--- src/rtl/cs_pkg.sv ---
// Shared constants, types and helpers for the cs series-smoothing block.
package cs_pkg;
  localparam int N  = 9;
  localparam int XW = 8;
  localparam int YW = 10;
  localparam int SW = 12;
  localparam int NW = 13;

  typedef logic [XW-1:0] sample_t;
  typedef logic [SW-1:0] sum_t;
  typedef logic [NW-1:0] num_t;

  function automatic sample_t max2(input sample_t a, input sample_t b);
    return (a > b) ? a : b;
  endfunction
endpackage

--- src/rtl/cs_approx.sv ---
// Largest window sample not exceeding the average: masked compares feeding a max-tree.
module cs_approx
  import cs_pkg::*;
(
  input  logic [N-1:0][XW-1:0] i_win,
  input  logic [XW-1:0]        i_avg,
  output logic [XW-1:0]        o_appr
);
  // Samples above the average become 0, which never wins because min <= avg.
  sample_t w_m [N];
  sample_t w_l1 [5];
  sample_t w_l2 [3];
  sample_t w_l3 [2];

  always_comb begin
    for (int k = 0; k < N; k++) begin
      w_m[k] = (i_win[k] <= i_avg) ? i_win[k] : '0;
    end
  end

  assign w_l1[0] = max2(w_m[0], w_m[1]);
  assign w_l1[1] = max2(w_m[2], w_m[3]);
  assign w_l1[2] = max2(w_m[4], w_m[5]);
  assign w_l1[3] = max2(w_m[6], w_m[7]);
  assign w_l1[4] = w_m[8];

  assign w_l2[0] = max2(w_l1[0], w_l1[1]);
  assign w_l2[1] = max2(w_l1[2], w_l1[3]);
  assign w_l2[2] = w_l1[4];

  assign w_l3[0] = max2(w_l2[0], w_l2[1]);
  assign w_l3[1] = w_l2[2];

  assign o_appr = max2(w_l3[0], w_l3[1]);
endmodule

--- src/rtl/cs.sv ---
// Series smoother: 9-sample window, exact average, approximate value, registered result.
module cs
  import cs_pkg::*;
(
  input  logic          clk,
  input  logic          reset,
  input  logic [XW-1:0] X,
  output logic [YW-1:0] Y
);
  logic [N-1:0][XW-1:0] r_win;
  logic [N-1:0][XW-1:0] w_elem;
  sum_t                 w_sum;
  sample_t              w_avg;
  sample_t              w_appr;
  num_t                 w_num;
  logic [YW-1:0]        r_y;

  function automatic sum_t ext(input sample_t v);
    return {{(SW-XW){1'b0}}, v};
  endfunction

  // floor(s/9) via s*7282/65536; the 2/65536 overshoot stays below the 1/9 margin for s <= 2295.
  function automatic sample_t div9(input sum_t s);
    logic [24:0] p;
    p = {13'd0, s} * 25'd7282;
    return p[23:16];
  endfunction

  // Post-shift window: the incoming sample is element 0.
  assign w_elem = {r_win[N-2:0], X};

  assign w_sum = ((ext(w_elem[0]) + ext(w_elem[1])) + (ext(w_elem[2]) + ext(w_elem[3])))
               + ((ext(w_elem[4]) + ext(w_elem[5])) + (ext(w_elem[6]) + ext(w_elem[7])))
               + ext(w_elem[8]);

  assign w_avg = div9(w_sum);

  cs_approx u_approx (
    .i_win  (w_elem),
    .i_avg  (w_avg),
    .o_appr (w_appr)
  );

  assign w_num = {1'b0, w_sum} + {2'b00, w_appr, 3'b000} + {5'd0, w_appr};

  // Output register stage
  always_ff @(posedge clk) begin
    if (reset) begin
      r_win <= '0;
      r_y   <= '0;
    end else begin
      r_win <= w_elem;
      r_y   <= w_num[NW-1:3];
    end
  end

  assign Y = r_y;
endmodule

--- config.mk ---
export PLATFORM = sky130hd
export DESIGN_NAME = cs
export DESIGN_NICKNAME = d
export VERILOG_FILES = /design/src/rtl/cs_pkg.sv /design/src/rtl/cs_approx.sv /design/src/rtl/cs.sv
export SDC_FILE = /design/constraint.sdc
export NUM_CORES = 1
export LEC_CHECK = 0
export CELL_PAD_IN_SITES_DETAIL_PLACEMENT = 1
export CELL_PAD_IN_SITES_GLOBAL_PLACEMENT = 1
export CORE_ASPECT_RATIO = 0.6
export CORE_MARGIN = 2
export CORE_UTILIZATION = 50
export DETAILED_ROUTE_END_ITERATION = 12
export PLACE_DENSITY_LB_ADDON = 0.1
export SETUP_SLACK_MARGIN = 0.4
export SLEW_MARGIN = 20
export SYNTH_ARGS = -nofsm -noshare
export SYNTH_HDL_FRONTEND = slang
export SYNTH_SLANG_ARGS = --single-unit
--- constraint.sdc ---
create_clock -name clk -period 34.4 [get_ports clk]
set_input_delay 8.6 -clock clk [delete_from_list [all_inputs] [get_ports clk]]
set_output_delay 8.6 -clock clk [all_outputs]
set_load 0.01 [all_outputs]
# Yosys cells after proc, flatten, opt, wreduce, memory -nomap -nowiden
# Cells that the tools add are included.
# totals
register_bits,74
out_inout_bits,10
wordCells,54
inputBits,10
# classes
muxes,17
n_mul,1
add_sub_neg,10
magnitude_cmp,17
# ops
op,count
8-bit two-way mux,17
8-bit <= comparator,9
8-bit greater-than comparator,8
8-bit by 8-bit adder with 9-bit output,4
"12-bit by 12-bit multiplier with 23-bit output, second input constant",1
9-bit by 9-bit adder with 10-bit output,2
12-bit by 11-bit adder with 13-bit output,1
13-bit by 8-bit adder with 13-bit output,1
11-bit by 8-bit adder with 12-bit output,1
10-bit by 10-bit adder with 11-bit output,1

# Logic depth before layout (Yosys ltp)
# depth
depth_word,17
ltp_mapped,97
ltp_nobuf,93

# Cells and area by module
# Synthesis repeated with hierarchy kept, for this count alone.
# unflattened
hier_cells,1263
hier_area_um2,10715.3
# by_module_without_submodules
mod,cells_each,seq_area_each_um2,area_per_inst_um2,instances
cs,649,1481.4,6362.4,1
cs_approx,614,0.0,4352.9,1

# Worst setup path before layout
# OpenSTA, ideal clock, no wires.
# synth_path
path_type,input port to flip-flop
from,in X[3]
to,reg r_y[6] (netlist: Y[6])
arrival_time_ns,26.959
slack_ns,7.299
path_stages,92
path_buffers,4
required_ns,34.257
setup_ns,0.143
cell_sequence,inv_1 > fa_1 > inv_1 > fa_1 > fa_1 > inv_1 > fa_1 > inv_1 > ha_1 > a21o_1 > a21oi_1 > o21bai_1 > a21oi_1 > o21bai_1 > a21oi_1 > xnor2_1 > ha_1 > ha_1 > [... 56 more ...] > nor2b_1 > o21a_1 > o21ai_0 > nand2b_1 > a21oi_1 > o21ai_0 > o21ai_0 > clkbuf_1 > mux2i_1 > fa_1 > ha_1 > a21o_1 > a21o_1 > a21oi_1 > o31ai_4 > a21o_1 > a211oi_1 > a2111oi_1
# synth_via
elab_chain_len,17
elab_cells_between_ends,41
cone_classes,add/sub: 6; mul: 1; order compare: 17; mux: 17
# synth_lines
item,line,source
from (decl),cs.sv:7,"input logic [XW-1:0] X,"
8-bit by 8-bit adder with 9-bit output,cs.sv:32,assign w_sum = ((ext(w_elem[0]) + ext(w_elem[1])) + (ext(w_elem[2]) + ext(w_elem[3])))
9-bit by 9-bit adder with 10-bit output,cs.sv:32,
10-bit by 10-bit adder with 11-bit output,cs.sv:33,+ ((ext(w_elem[4]) + ext(w_elem[5])) + (ext(w_elem[6]) + ext(w_elem[7])))
11-bit by 8-bit adder with 12-bit output,cs.sv:34,+ ext(w_elem[8]);
12-bit by 12-bit multiplier with 23-bit output,cs.sv:25,"p = {13'd0, s} * 25'd7282;"
8-bit <= comparator,cs_approx.sv:17,w_m[k] = (i_win[k] <= i_avg) ? i_win[k] : '0;
8-bit two-way mux,cs_approx.sv:17,
8-bit greater-than comparator,cs_pkg.sv:14,return (a > b) ? a : b;
8-bit two-way mux,cs_pkg.sv:14,
8-bit greater-than comparator,cs_pkg.sv:14,
8-bit two-way mux,cs_pkg.sv:14,
8-bit greater-than comparator,cs_pkg.sv:14,
8-bit two-way mux,cs_pkg.sv:14,
8-bit greater-than comparator,cs_pkg.sv:14,
8-bit two-way mux,cs_pkg.sv:14,
12-bit by 11-bit adder with 13-bit output,cs.sv:44,"assign w_num = {1'b0, w_sum} + {2'b00, w_appr, 3'b000} + {5'd0, w_appr};"
13-bit by 8-bit adder with 13-bit output (*),cs.sv:44,
to (signal assigned),cs.sv:53,r_y <= w_num[NW-1:3];
to (decl),cs.sv:16,logic [YW-1:0] r_y;
# Mark *: on every way between the ends. The rest lies on a longest branch, timed or not.
# A chain may end at the register's enable or synchronous reset.

# Final worst setup path
# layout_path
from,in X[2]
to,reg r_y[6] (netlist: Y[6])
# Same word-level chain as after synthesis.

==> results.ini <==
[placement]
hpwl_um = 34510
io_buffers = 19
gp_congestion = 0.9822
place_inst = 1640

[cells_and_area]
seq_area_mm2 = 0.001481
fin_nets = 1654
multi_input_area_mm2 = 0.008823
post-route-util_pct = 54.69
area_growth_pct = 7.427
fillers = 2673
drive_gt1_share_pct = 4.307
final_cells = 1657

[cts]
clock_latency_ns = 0.37
cts_tree = yes
ctsHoldBuffers = 0
root_buffer = clkbuf_16
cts_setup_buffers = 0
htree_levels = 3
cts_resized = 0
cts.sinks = 74
clk_path_buf_depth = 2
clk_pin_slew_ns = 0.07
cts_buffers = 9

[timing]
worst_pin_slew_ns = 1.065
finalCriticalPeriod_ns = 30.46
fin_crit_sh_pct = 88.55
grt_setup_unrepaired = false
hold_violations = 0
slew_violations = 0
holdWs_ns = 0.5575
fin_skew_ns = 0.01231
relSlewSlack_pct = 29.00
max_freq_mhz = 32.83
setup_viol = 0
finalSetupTns_ns = 0

[global_route]
grt_util_all_layers_pct = 35.70
grt_first_pass_wirelength_um = 62380
overflow = 0
grt_pass1_vias = 10530
grt_max_degree = 78
antenna_found_initial = 0

[route]
vias_per_cell = 6.135
drt-total-wl_um = 40770
ant_nets = 0
drc = 0
drt-initial-drc-count = 887
drt_first_pass_iters = 5
vias = 10170
wl_per_cell_um = 24.61

[logic_synthesis]
syn_area_mm2 = 0.01124
syn_avg_cell_area_um2 = 8.311
ys_types = 76
dominantRegCellSynth = dfxtp_1
synth_edf_count = 0
async_reset_ff_share_pct = 0
synth_nets = 1641
seq_area_frac_synth_pct = 13.18
synth_cells = 1352
yosys_warnings = 0
ys_ff_latch = 74

[critical_path]
cp_data_required_time_ns = 34.60
r2r_cells = 87
path_common_cell = ha_1
worst_r2r_endpoint = Y[6]
crit_type = in -> reg
crit_family = compound AO/OA/AOI/OAI gates
worstPathArrival_ns = 30.66
startpoint_type = input pin
r2r-start = r_win[42]
end_kind = flop
crit_slowest_cell = o21ai_0
worst-path-max-fanout = 16
reg2reg_setup_slack_ns = 12.18
crit_buf_inv = 9
critPathMaxStageDelay_ns = 0.68

[flow_run]
cap_violations = 0

[hold_path]
worstHoldStart = r_win[11]
min_path_cells = 2
whs_endpoint = r_win[19]
hp-class = reg -> reg

[die]
die_h_um = 120.1
die_area_mm2 = 0.02373
core_mm2 = 0.02207
die_w_um = 197.5
top_level_ports = 20
start_util_pct = 50.91
fp-row-count = 42

[outcome]
status = finished clean

per-layer routing:
layer | wire length, µm | global-route usage [%]
met2 | 15610 | 47.98
met5 | 95 | 3.050
met1 | 19500 | 53.24
met4 | 308 | 4.511
met3 | 5259 | 15.04
layout by cell type, fill, tap and decap left out, types with 7 or more instances in the layout:
cell type and n:
buf_4 10, o21ai_0 52, nor3_1 16, a21o_1 33, nand3_1 33, and2_1 14, mux2i_1 8, nor2b_1 28
dfxtp_1 74, clkbuf_16 9, nand2b_1 21, xnor3_1 13, xnor2_1 26, inv_1 223, nor2_1 101, fa_1 82
maj3_1 8, ha_1 197, a21oi_1 91, a31oi_1 13, clkdlybuf4s50_1 18, nand4_1 19, o21a_1 16, nand2_1 103
a211oi_1 16, or3_1 7, and3_1 8
stage by stage:
step                cell area [µm²]  worst slack, ns
floorplan                     11240            7.299
global placement              11740            4.815
detailed placement            11740            3.630
CTS                           12050            3.920
global route                  12070            2.587
finish                        12070            3.940
synthesized netlist by cell type (all sizes together), types with 6 or more instances:
library cell	number	area (µm²)
inv	223	837.1
ha	197	2465
nand2	103	386.6
nor2	101	379.1
a21oi	92	460.4
fa	82	1642
dfxtp	74	1481
o21ai	58	290.3
a21o	33	247.7
nand3	33	165.2
nor2b	28	175.2
xnor2	27	255.3
nand2b	21	131.4
nand4	19	118.9
a211oi	18	145.1
clkbuf	17	63.81
nor3	16	80.08
o21a	16	120.1
and2	14	87.58
a31oi	13	81.33
xnor3	13	292.8
and3	10	72.57
buf	10	50.05
maj3	8	80.08
mux2i	8	80.08
or3	7	43.79
a2111oi	6	66.32
a31o	6	52.55
o21bai	6	45.04
xor2	6	52.55
registers in the layout, indices dropped and copies added, names as in the netlist:
name,flops
Y,10
r_win,64
worst max-delay path by stage:
stage	from	slack [ns]	to	depth (start not counted)
2_1_floorplan	X[3]	7.30	Y[6]	92
3_3_place_gp	X[2]	4.82	Y[6]	88
3_5_place_dp	X[2]	3.63	Y[6]	90
4_1_cts	X[2]	3.92	Y[6]	90
5_1_grt	X[2]	2.59	Y[6]	90
6_report	X[2]	3.94	Y[6]	90
final cells by class:
class / instances / share of cell area [%]
clock inverter: 7 / 0.6944
tap: 286 / 2.964
antenna: 1 / 0.02073
multi-input combinational: 1028 / 73.09
sequential: 74 / 12.27
clock buffer: 9 / 1.866
inverter: 223 / 6.934
timing repair buffer: 29 / 2.156
worst reg2reg max path, delay by kind of cell (launching register included):
family	cells	cell delay (ns)
AOI/OAI and AO/OA	42	9.31
adders and majority gates	19	7.38
and+or+nand+nor	16	2.68
buffers and inverters	6	0.85
DFF	1	0.71
xor gates and xnor gates	3	0.67
muxes	1	0.50
kinds of logic after synthesis:
kind of cell,Yosys count,synth area share [%]
buffers and inverters,250,8.462
adders and majority gates,287,37.26
xor gates and xnor gates,46,5.345
AOI/OAI and AO/OA,308,18.35
DFF,74,13.18
muxes,12,1.113
and+or+nand+nor,375,16.29
Power is not shown: default switching activity piles up to over one toggle a cycle in this logic, so the estimate is an artifact.
